## src/rtl/cmp_pkg.sv

```systemverilog
// Shared types and constants for the BCD min/max entry sequencer.
package cmp_pkg;

    typedef enum logic [1:0] {
        ST_LOAD_A  = 2'b00,
        ST_LOAD_B  = 2'b01,
        ST_SHOW    = 2'b10,
        ST_RECOVER = 2'b11
    } state_t;

    localparam logic [3:0]  BCD_MAX       = 4'd9;
    localparam int unsigned DB_CYCLES_DEF = 500000;
    localparam int unsigned DB_W_DEF      = 19;

    // Equal operands fall through to a, which is what the display expects.
    function automatic logic [3:0] pick_result(input logic [3:0] a,
                                               input logic [3:0] b,
                                               input logic       sel_min);
        if (sel_min)
            return (b < a) ? b : a;
        else
            return (b > a) ? b : a;
    endfunction

endpackage

```

## src/rtl/btn_pulse.sv

```systemverilog
// Debounces one raw active-low push-button and emits a registered 1-cycle press pulse.
module btn_pulse
    import cmp_pkg::*;
#(
    parameter int unsigned DB_CYCLES = DB_CYCLES_DEF,
    parameter int unsigned DB_W      = DB_W_DEF
) (
    input  logic clk,
    input  logic rst,
    input  logic btn_n,
    output logic level,
    output logic pulse
);

    localparam logic [DB_W-1:0] CNT_LAST = DB_W'(DB_CYCLES - 1);

    logic [DB_W-1:0] cnt;
    logic            settle;

    assign settle = (btn_n != level) && (cnt == CNT_LAST);

    always_ff @(posedge clk) begin
        if (rst) begin
            cnt   <= '0;
            level <= 1'b1;
            pulse <= 1'b0;
        end else begin
            // Only the released->pressed transition of the debounced level pulses.
            pulse <= settle && !btn_n;
            if (btn_n == level) begin
                cnt <= '0;
            end else if (settle) begin
                level <= btn_n;
                cnt   <= '0;
            end else begin
                cnt <= cnt + 1'b1;
            end
        end
    end

endmodule

```

## src/rtl/cmp_entry_ctrl.sv

```systemverilog
// Entry sequencer: captures A then B from the switches, shows max/min, MODE toggles selection.
module cmp_entry_ctrl
    import cmp_pkg::*;
#(
    parameter int unsigned DB_CYCLES = DB_CYCLES_DEF,
    parameter int unsigned DB_W      = DB_W_DEF
) (
    input  logic       clk,
    input  logic       rst,
    input  logic [3:0] sw,
    input  logic       enter_n,
    input  logic       mode_n,
    output logic [3:0] disp_a,
    output logic [3:0] disp_b,
    output logic [3:0] disp_r,
    output logic       blank_a,
    output logic       blank_b,
    output logic       blank_r,
    output logic       sel_min,
    output logic       err,
    output logic [1:0] state
);

    logic enter_pulse;
    logic mode_pulse;
    logic enter_level;
    logic mode_level;
    logic unused_levels;

    btn_pulse #(.DB_CYCLES(DB_CYCLES), .DB_W(DB_W)) u_enter (
        .clk   (clk),
        .rst   (rst),
        .btn_n (enter_n),
        .level (enter_level),
        .pulse (enter_pulse)
    );

    btn_pulse #(.DB_CYCLES(DB_CYCLES), .DB_W(DB_W)) u_mode (
        .clk   (clk),
        .rst   (rst),
        .btn_n (mode_n),
        .level (mode_level),
        .pulse (mode_pulse)
    );

    // Debounced levels are only consumed by the board top.
    assign unused_levels = enter_level ^ mode_level;

    state_t     state_q, state_d;
    logic [3:0] a_d, b_d, r_d;
    logic       ba_d, bb_d, br_d, sel_d, err_d;
    logic       sw_valid;

    assign sw_valid = (sw <= BCD_MAX);
    assign state    = state_q;

    always_comb begin
        state_d = state_q;
        a_d     = disp_a;
        b_d     = disp_b;
        r_d     = disp_r;
        ba_d    = blank_a;
        bb_d    = blank_b;
        br_d    = blank_r;
        err_d   = err;
        // Mode is applied first so a same-edge entry into SHOW uses the new selection.
        sel_d   = sel_min ^ mode_pulse;

        case (state_q)
            ST_LOAD_A: begin
                if (enter_pulse) begin
                    if (sw_valid) begin
                        a_d     = sw;
                        ba_d    = 1'b0;
                        err_d   = 1'b0;
                        state_d = ST_LOAD_B;
                    end else begin
                        err_d = 1'b1;
                    end
                end
            end
            ST_LOAD_B: begin
                if (enter_pulse) begin
                    if (sw_valid) begin
                        b_d     = sw;
                        bb_d    = 1'b0;
                        br_d    = 1'b0;
                        r_d     = pick_result(disp_a, sw, sel_d);
                        err_d   = 1'b0;
                        state_d = ST_SHOW;
                    end else begin
                        err_d = 1'b1;
                    end
                end
            end
            ST_SHOW: begin
                if (enter_pulse) begin
                    a_d     = '0;
                    b_d     = '0;
                    r_d     = '0;
                    ba_d    = 1'b1;
                    bb_d    = 1'b1;
                    br_d    = 1'b1;
                    err_d   = 1'b0;
                    state_d = ST_LOAD_A;
                end else begin
                    r_d = pick_result(disp_a, disp_b, sel_d);
                end
            end
            default: begin
                a_d     = '0;
                b_d     = '0;
                r_d     = '0;
                ba_d    = 1'b1;
                bb_d    = 1'b1;
                br_d    = 1'b1;
                err_d   = 1'b0;
                state_d = ST_LOAD_A;
            end
        endcase
    end

    always_ff @(posedge clk) begin
        if (rst) begin
            state_q <= ST_LOAD_A;
            disp_a  <= '0;
            disp_b  <= '0;
            disp_r  <= '0;
            blank_a <= 1'b1;
            blank_b <= 1'b1;
            blank_r <= 1'b1;
            sel_min <= 1'b0;
            err     <= 1'b0;
        end else begin
            state_q <= state_d;
            disp_a  <= a_d;
            disp_b  <= b_d;
            disp_r  <= r_d;
            blank_a <= ba_d;
            blank_b <= bb_d;
            blank_r <= br_d;
            sel_min <= sel_d;
            err     <= err_d;
        end
    end

endmodule
```

## config.mk

```make
export PLATFORM = sky130hd
export DESIGN_NAME = cmp_entry_ctrl
export DESIGN_NICKNAME = d
export VERILOG_FILES = /design/src/rtl/cmp_pkg.sv /design/src/rtl/btn_pulse.sv /design/src/rtl/cmp_entry_ctrl.sv
export SDC_FILE = /design/constraint.sdc
export NUM_CORES = 1
export LEC_CHECK = 0
export BUFFER_PORTS_ARGS = -buffer_cell sky130_fd_sc_hd__buf_2
export CORE_MARGIN = 1.5
export CORE_UTILIZATION = 30
export CTS_CLUSTER_DIAMETER = 60
export DETAILED_ROUTE_END_ITERATION = 6
export SYNTH_ARGS = -nofsm -noshare
export SYNTH_HDL_FRONTEND = slang
export SYNTH_SLANG_ARGS = --single-unit
```

## constraint.sdc

```tcl
create_clock -name clk -period 3.7 [get_ports clk]
set_input_delay 0.555 -clock clk [delete_from_list [all_inputs] [get_ports clk]]
set_output_delay 0.555 -clock clk [all_outputs]
set_load 0.02 [all_outputs]
```

Word-level counts from Yosys, hierarchy flattened:

Cells that the tools add are included.

* output and inout port bits: 19
* register bits after elaboration: 60
* input bits: 8
* word-level logic and storage cells: 87

* bitwise logic cells: 5
* reduce and logical (&&, ||, !) cells: 17
* add/sub/neg operators: 2
* mux-type cells: 30
* equality and inequality tests: 14
* order comparisons: 5

Operator list (count)
* 4-bit 2-to-1 mux: 12
* 19-bit by 1-bit adder with 19-bit output, second input constant: 2
* 19-bit equality test, second input constant: 2
* 4-bit case mux with 3 select lines: 3
* 2-bit 2-to-1 mux: 5
* 4-bit > comparator: 2
* 4-bit < comparator: 2
* 2-bit by 1-bit != test with 1-bit output, second input constant: 4
* 4-bit AND reduction: 2
* 1-bit 2-to-1 mux: 6
* 1-bit case mux with 3 select lines: 2
* 2-bit case mux with 3 select lines: 1
* 2-bit AND reduction: 3
* 3-bit OR reduction: 2
* 5-bit AND reduction: 1
* 4-bit less-or-equal comparator, second input constant: 1
* 1-bit logical AND: 4
* 2-bit != test, second input constant: 2
* 1-bit NOT: 4
* 3-bit AND reduction: 1
* 1-bit equality test: 2
* 2-bit by 1-bit equality test with 1-bit output, second input constant: 1
* 2-bit equality test, second input constant: 1
* 1-bit zero test: 2
* 5 further kinds: 6

Longest topological paths before layout:

* depth after elaboration: 6
* gate-level depth with buffers: 9
* gate-level depth less buffers: 8

Modules after synthesis:

A second synthesis with hierarchy kept.

* cells, all modules: 347
* area total of the unflattened synthesis: 3158.0 sq um

Modules (own cells, without submodules)
* btn_pulse: seq. area each 420.4 sq um, instances 2, area an instance 979.7 sq um, cells an instance 107
* cmp_entry_ctrl: seq. area each 360.3 sq um, instances 1, area an instance 1198.6 sq um, cells an instance 133

Least setup slack after synthesis:

OpenSTA, ideal clock, no wires.

* path kind: register to register
* from: register disp_a[1]
* to: register disp_r[3]
* stages on the path, launching flop included: 9
* period minus slack after synthesis: 2.114 ns
* data arrival time: 1.997 ns
* path buffers: 0
* slack: 1.586 ns
* setup time: 0.117 ns
* path through: dfxtp_1 > inv_1 > ha_1 > nor2b_1 > o211ai_2 > a21oi_2 > mux2i_1 > o221ai_1 > a32o_1

* cells in the longest elaborated chain, start to end: 6
* elaborated cells on any way between the ends: 14
* those cells by class: 4 x order compare; 10 x mux

RTL lines
* start, declared: line cmp_entry_ctrl.sv:13 `output logic [3:0] disp_a,`
* start signal, assigned: line cmp_entry_ctrl.sv:126 `disp_a <= '0;`
* start signal, assigned: line cmp_entry_ctrl.sv:136 `disp_a <= a_d;`
* 4-bit > comparator or 4-bit < comparator (tied branches): line cmp_pkg.sv:22, cmp_pkg.sv:20
* 4-bit 2-to-1 mux, on equally long branches: line cmp_pkg.sv:22, cmp_pkg.sv:20
* 4-bit 2-to-1 mux: line cmp_pkg.sv:19 `if (sel_min)`
* 4-bit 2-to-1 mux: line cmp_entry_ctrl.sv:84 `if (sw_valid) begin`
* 4-bit 2-to-1 mux: line cmp_entry_ctrl.sv:83 `if (enter_pulse) begin`
* 4-bit case mux with 3 select lines (*): line cmp_entry_ctrl.sv:69 `case (state_q)`
* end signal, assigned: line cmp_entry_ctrl.sv:138 `disp_r <= r_d;`
* end, declared: line cmp_entry_ctrl.sv:15 `output logic [3:0] disp_r,`

Every way passes the cells marked *; elsewhere a longest branch is shown, timed or not. The select of a mux whose other input is x is not followed.
A chain may end at the register's enable or synchronous reset.

Final worst setup path:

* from: register disp_a[1]
* to: register disp_r[1]

Same word-level chain as after synthesis.

==> results.json <==
{
  "max-slew-margin-rel": 0.514,
  "critical_path_class": "reg2reg",
  "syn_inst": 332,
  "ys_types": 45,
  "async_flop_share": 0,
  "start_util": 0.306,
  "hold_buffers": 0,
  "fp.dieH_um": 102,
  "cp.arrival_ns": 2.53,
  "p_total_mw": 1.19,
  "cts_root_buf": "clkbuf_8",
  "layout-drive-gt1-share": 0.126,
  "powerDensity_nw_per_um2": 354,
  "drt-initial-drc-count": 113,
  "ys_seq_area_frac": 0.406,
  "numCtsBuffers": 9,
  "tns_ns": 0,
  "rsz0062_at_grt": "false",
  "ios": 27,
  "grt_pass1_wl_um": 10100,
  "grt_antenna_before_repair": 0,
  "gp_congestion": 0.820,
  "synth-main-ff-cell": "dfxtp_1",
  "num-fill-cells": 1001,
  "grt_pass1_vias": 2180,
  "cp_max_fo": 6,
  "overflow": 0,
  "final_hold_viol_count": 0,
  "vias": 2386,
  "synthesis.area_um2": 2960,
  "fmax_mhz": 435,
  "finClkSkew_ns": 0.00680,
  "post-route-drc-count": 0,
  "path_cells": "inv_1 -> ha_1 -> nor2b_1 -> o21ai_1 -> a21oi_2 -> mux2i_1 -> o2111ai_1 -> a32o_1",
  "min_period_over_period": 0.621,
  "pre_cts_ws_ns": 1.34,
  "track_usage": 0.126,
  "cp_top_family": "compound AO/OA/AOI/OAI gates",
  "cap_violations": 0,
  "final.setup.worst_slack_ns": 1.40,
  "vdd_drop_max_mv": 0.131,
  "core_um2": 9680,
  "grt_max_degree": 22,
  "clkLatencyLatePin_ns": 0.34,
  "avgViaCountPerCell": 4.80,
  "syn_to_final_growth_pct": 13.2,
  "slowest_stage": "dfxtp_1",
  "layout_min_cycle_time_ns": 2.30,
  "die_x_um": 102,
  "cts_htree_levels": 3,
  "cts.clk_slew.worst_paths_ns": 0.07,
  "cts.sinks": 60,
  "drt_pass1_iterations": 4,
  "endpoint_kind": "register",
  "fp-row-count": 36,
  "cp_data_required_time_ns": 3.93,
  "critPathLaunch": "disp_a[1]$_SDFFE_PP0P_",
  "final_common_cell": "dfxtp_1",
  "avgSynthCellArea_um2": 8.91,
  "p_leak_nw": 1.20,
  "status": "completed",
  "ctsResizeCount": 0,
  "ys_warn_count": 0,
  "cp-start-kind": "register",
  "syn_nets": 353,
  "min_path_type": "in2reg",
  "final_nets": 380,
  "cts_buffer_depth": 2,
  "setup_violations": 0,
  "slowest_delay_ns": 0.43,
  "postCtsSetupBuffers": 0,
  "worstMarginPinSlew_ns": 0.723,
  "hp-start": "mode_n",
  "hold_ws_ns": 0.427,
  "finalCoreUtilization": 0.346,
  "critPathBufInv": 1,
  "wire_per_inst_um": 12.1,
  "drv_slew": 0,
  "hpwl_um": 4280,
  "antennaDiodeCount": 0,
  "crit-reg2reg-launch": "disp_a[1]$_SDFFE_PP0P_",
  "synth-edff-count": 0,
  "final_antenna_net_count": 0,
  "totalWireLength_um": 6000,
  "cts_tree": "yes",
  "port_buffers": 26,
  "synth-seq-cells": 60,
  "die_area_um2": 10500,
  "layout_common_cells": "dfxtp_1, nor2_1, buf_2, nand3_1, xnor2_1"
}
==> registers in the layout, indices dropped and copies added (netlist names) <==
register and cells:
u_enter.level 1, u_mode.level 1, disp_b 4, u_mode.cnt 19, u_enter.cnt 19, disp_a 4, disp_r 4, u_enter.pulse 1
state 2, u_mode.pulse 1, sel_min 1, blank_r 1, err 1, blank_a 1
==> cell families (layout without fill, tap and decap cells) <==
kind of cell	Yosys count	count (layout)	share of synthesized area
fa+ha+maj	13	13	0.0550
xor+xnor	37	37	0.110
mux	9	9	0.0304
flops	60	60	0.406
simple gates	148	148	0.255
buf+inv	22	54	0.0389
compound gates	43	43	0.105
==> metal layers <==
layer | wire length (µm) | global-route usage | up-vias
met5 | 0 | 0 | -
met4 | 170 | 0.0653 | 0
met3 | 292 | 0.0383 | 12
met2 | 2680 | 0.195 | 52
met1 | 2850 | 0.157 | 1105
li1 | - | - | 1217
==> stage by stage <==
| step | cells | area, µm² |
|---|---|---|
| finish | 497 | 3350 |
| global placement | 481 | 3190 |
| global route | 497 | 3350 |
| CTS | 497 | 3350 |
| detailed placement | 481 | 3190 |
| floorplan | 332 | 2960 |
==> cell usage after synthesis (2+ instances only) <==
cell | n | area share
nor4b_1 | 2 | 0.0059
buf_6 | 2 | 0.0076
buf_2 | 2 | 0.0034
and4_1 | 5 | 0.015
dfxtp_1 | 60 | 0.41
xor2_1 | 18 | 0.053
a21oi_2 | 3 | 0.0089
nor4b_2 | 2 | 0.010
nor3_1 | 5 | 0.0085
a41oi_1 | 3 | 0.0089
ha_1 | 13 | 0.055
a22o_1 | 4 | 0.012
or3_1 | 3 | 0.0063
a32o_1 | 4 | 0.014
nand4_1 | 7 | 0.015
nor4_1 | 2 | 0.0042
nor2_1 | 56 | 0.071
nand3_1 | 25 | 0.042
xnor2_1 | 19 | 0.056
nand2b_1 | 7 | 0.015
o21ai_0 | 6 | 0.010
and3_1 | 5 | 0.011
nor2b_1 | 4 | 0.0085
a211oi_1 | 2 | 0.0051
o21ai_1 | 2 | 0.0034
o2111ai_1 | 3 | 0.0089
inv_1 | 12 | 0.015
mux2i_1 | 9 | 0.030
o211ai_1 | 3 | 0.0076
nand2_1 | 17 | 0.022
a21oi_1 | 10 | 0.017
clkbuf_1 | 4 | 0.0051
==> worst paths after layout <==
| check | depth (start not counted) | slack (ns) | endpoint |
|---|---|---|---|
| worst max-delay path | 8 | 1.40 | disp_r[1]$_SDFFE_PP0P_ |
| worst min-delay path | 2 | 0.43 | u_mode.pulse$_SDFF_PP0_ |
| worst max register to register | 8 | 1.40 | disp_r[1]$_SDFFE_PP0P_ |
| worst min register to register | 1 | 0.44 | u_enter.cnt[0]$_SDFF_PP0_ |
==> final cells by class <==
cell class / instances / area, µm² / area share
Clock inverter: 2 / 10.0 / 0.00299
Clock buffer: 14 / 153 / 0.0456
Timing Repair Buffer: 26 / 130 / 0.0389
Inverter: 12 / 45.0 / 0.0135
Multi-Input combinational cell: 250 / 1640 / 0.491
Tap cell: 133 / 166 / 0.0497
Sequential cell: 60 / 1200 / 0.359
==> power breakdown <==
part	switching, mW	internal, mW
combinational	0.0263	0.0112
sequential	0.00167	0.648
clock	0.238	0.260
No activity file was read; power rests on OpenSTA's default activity.
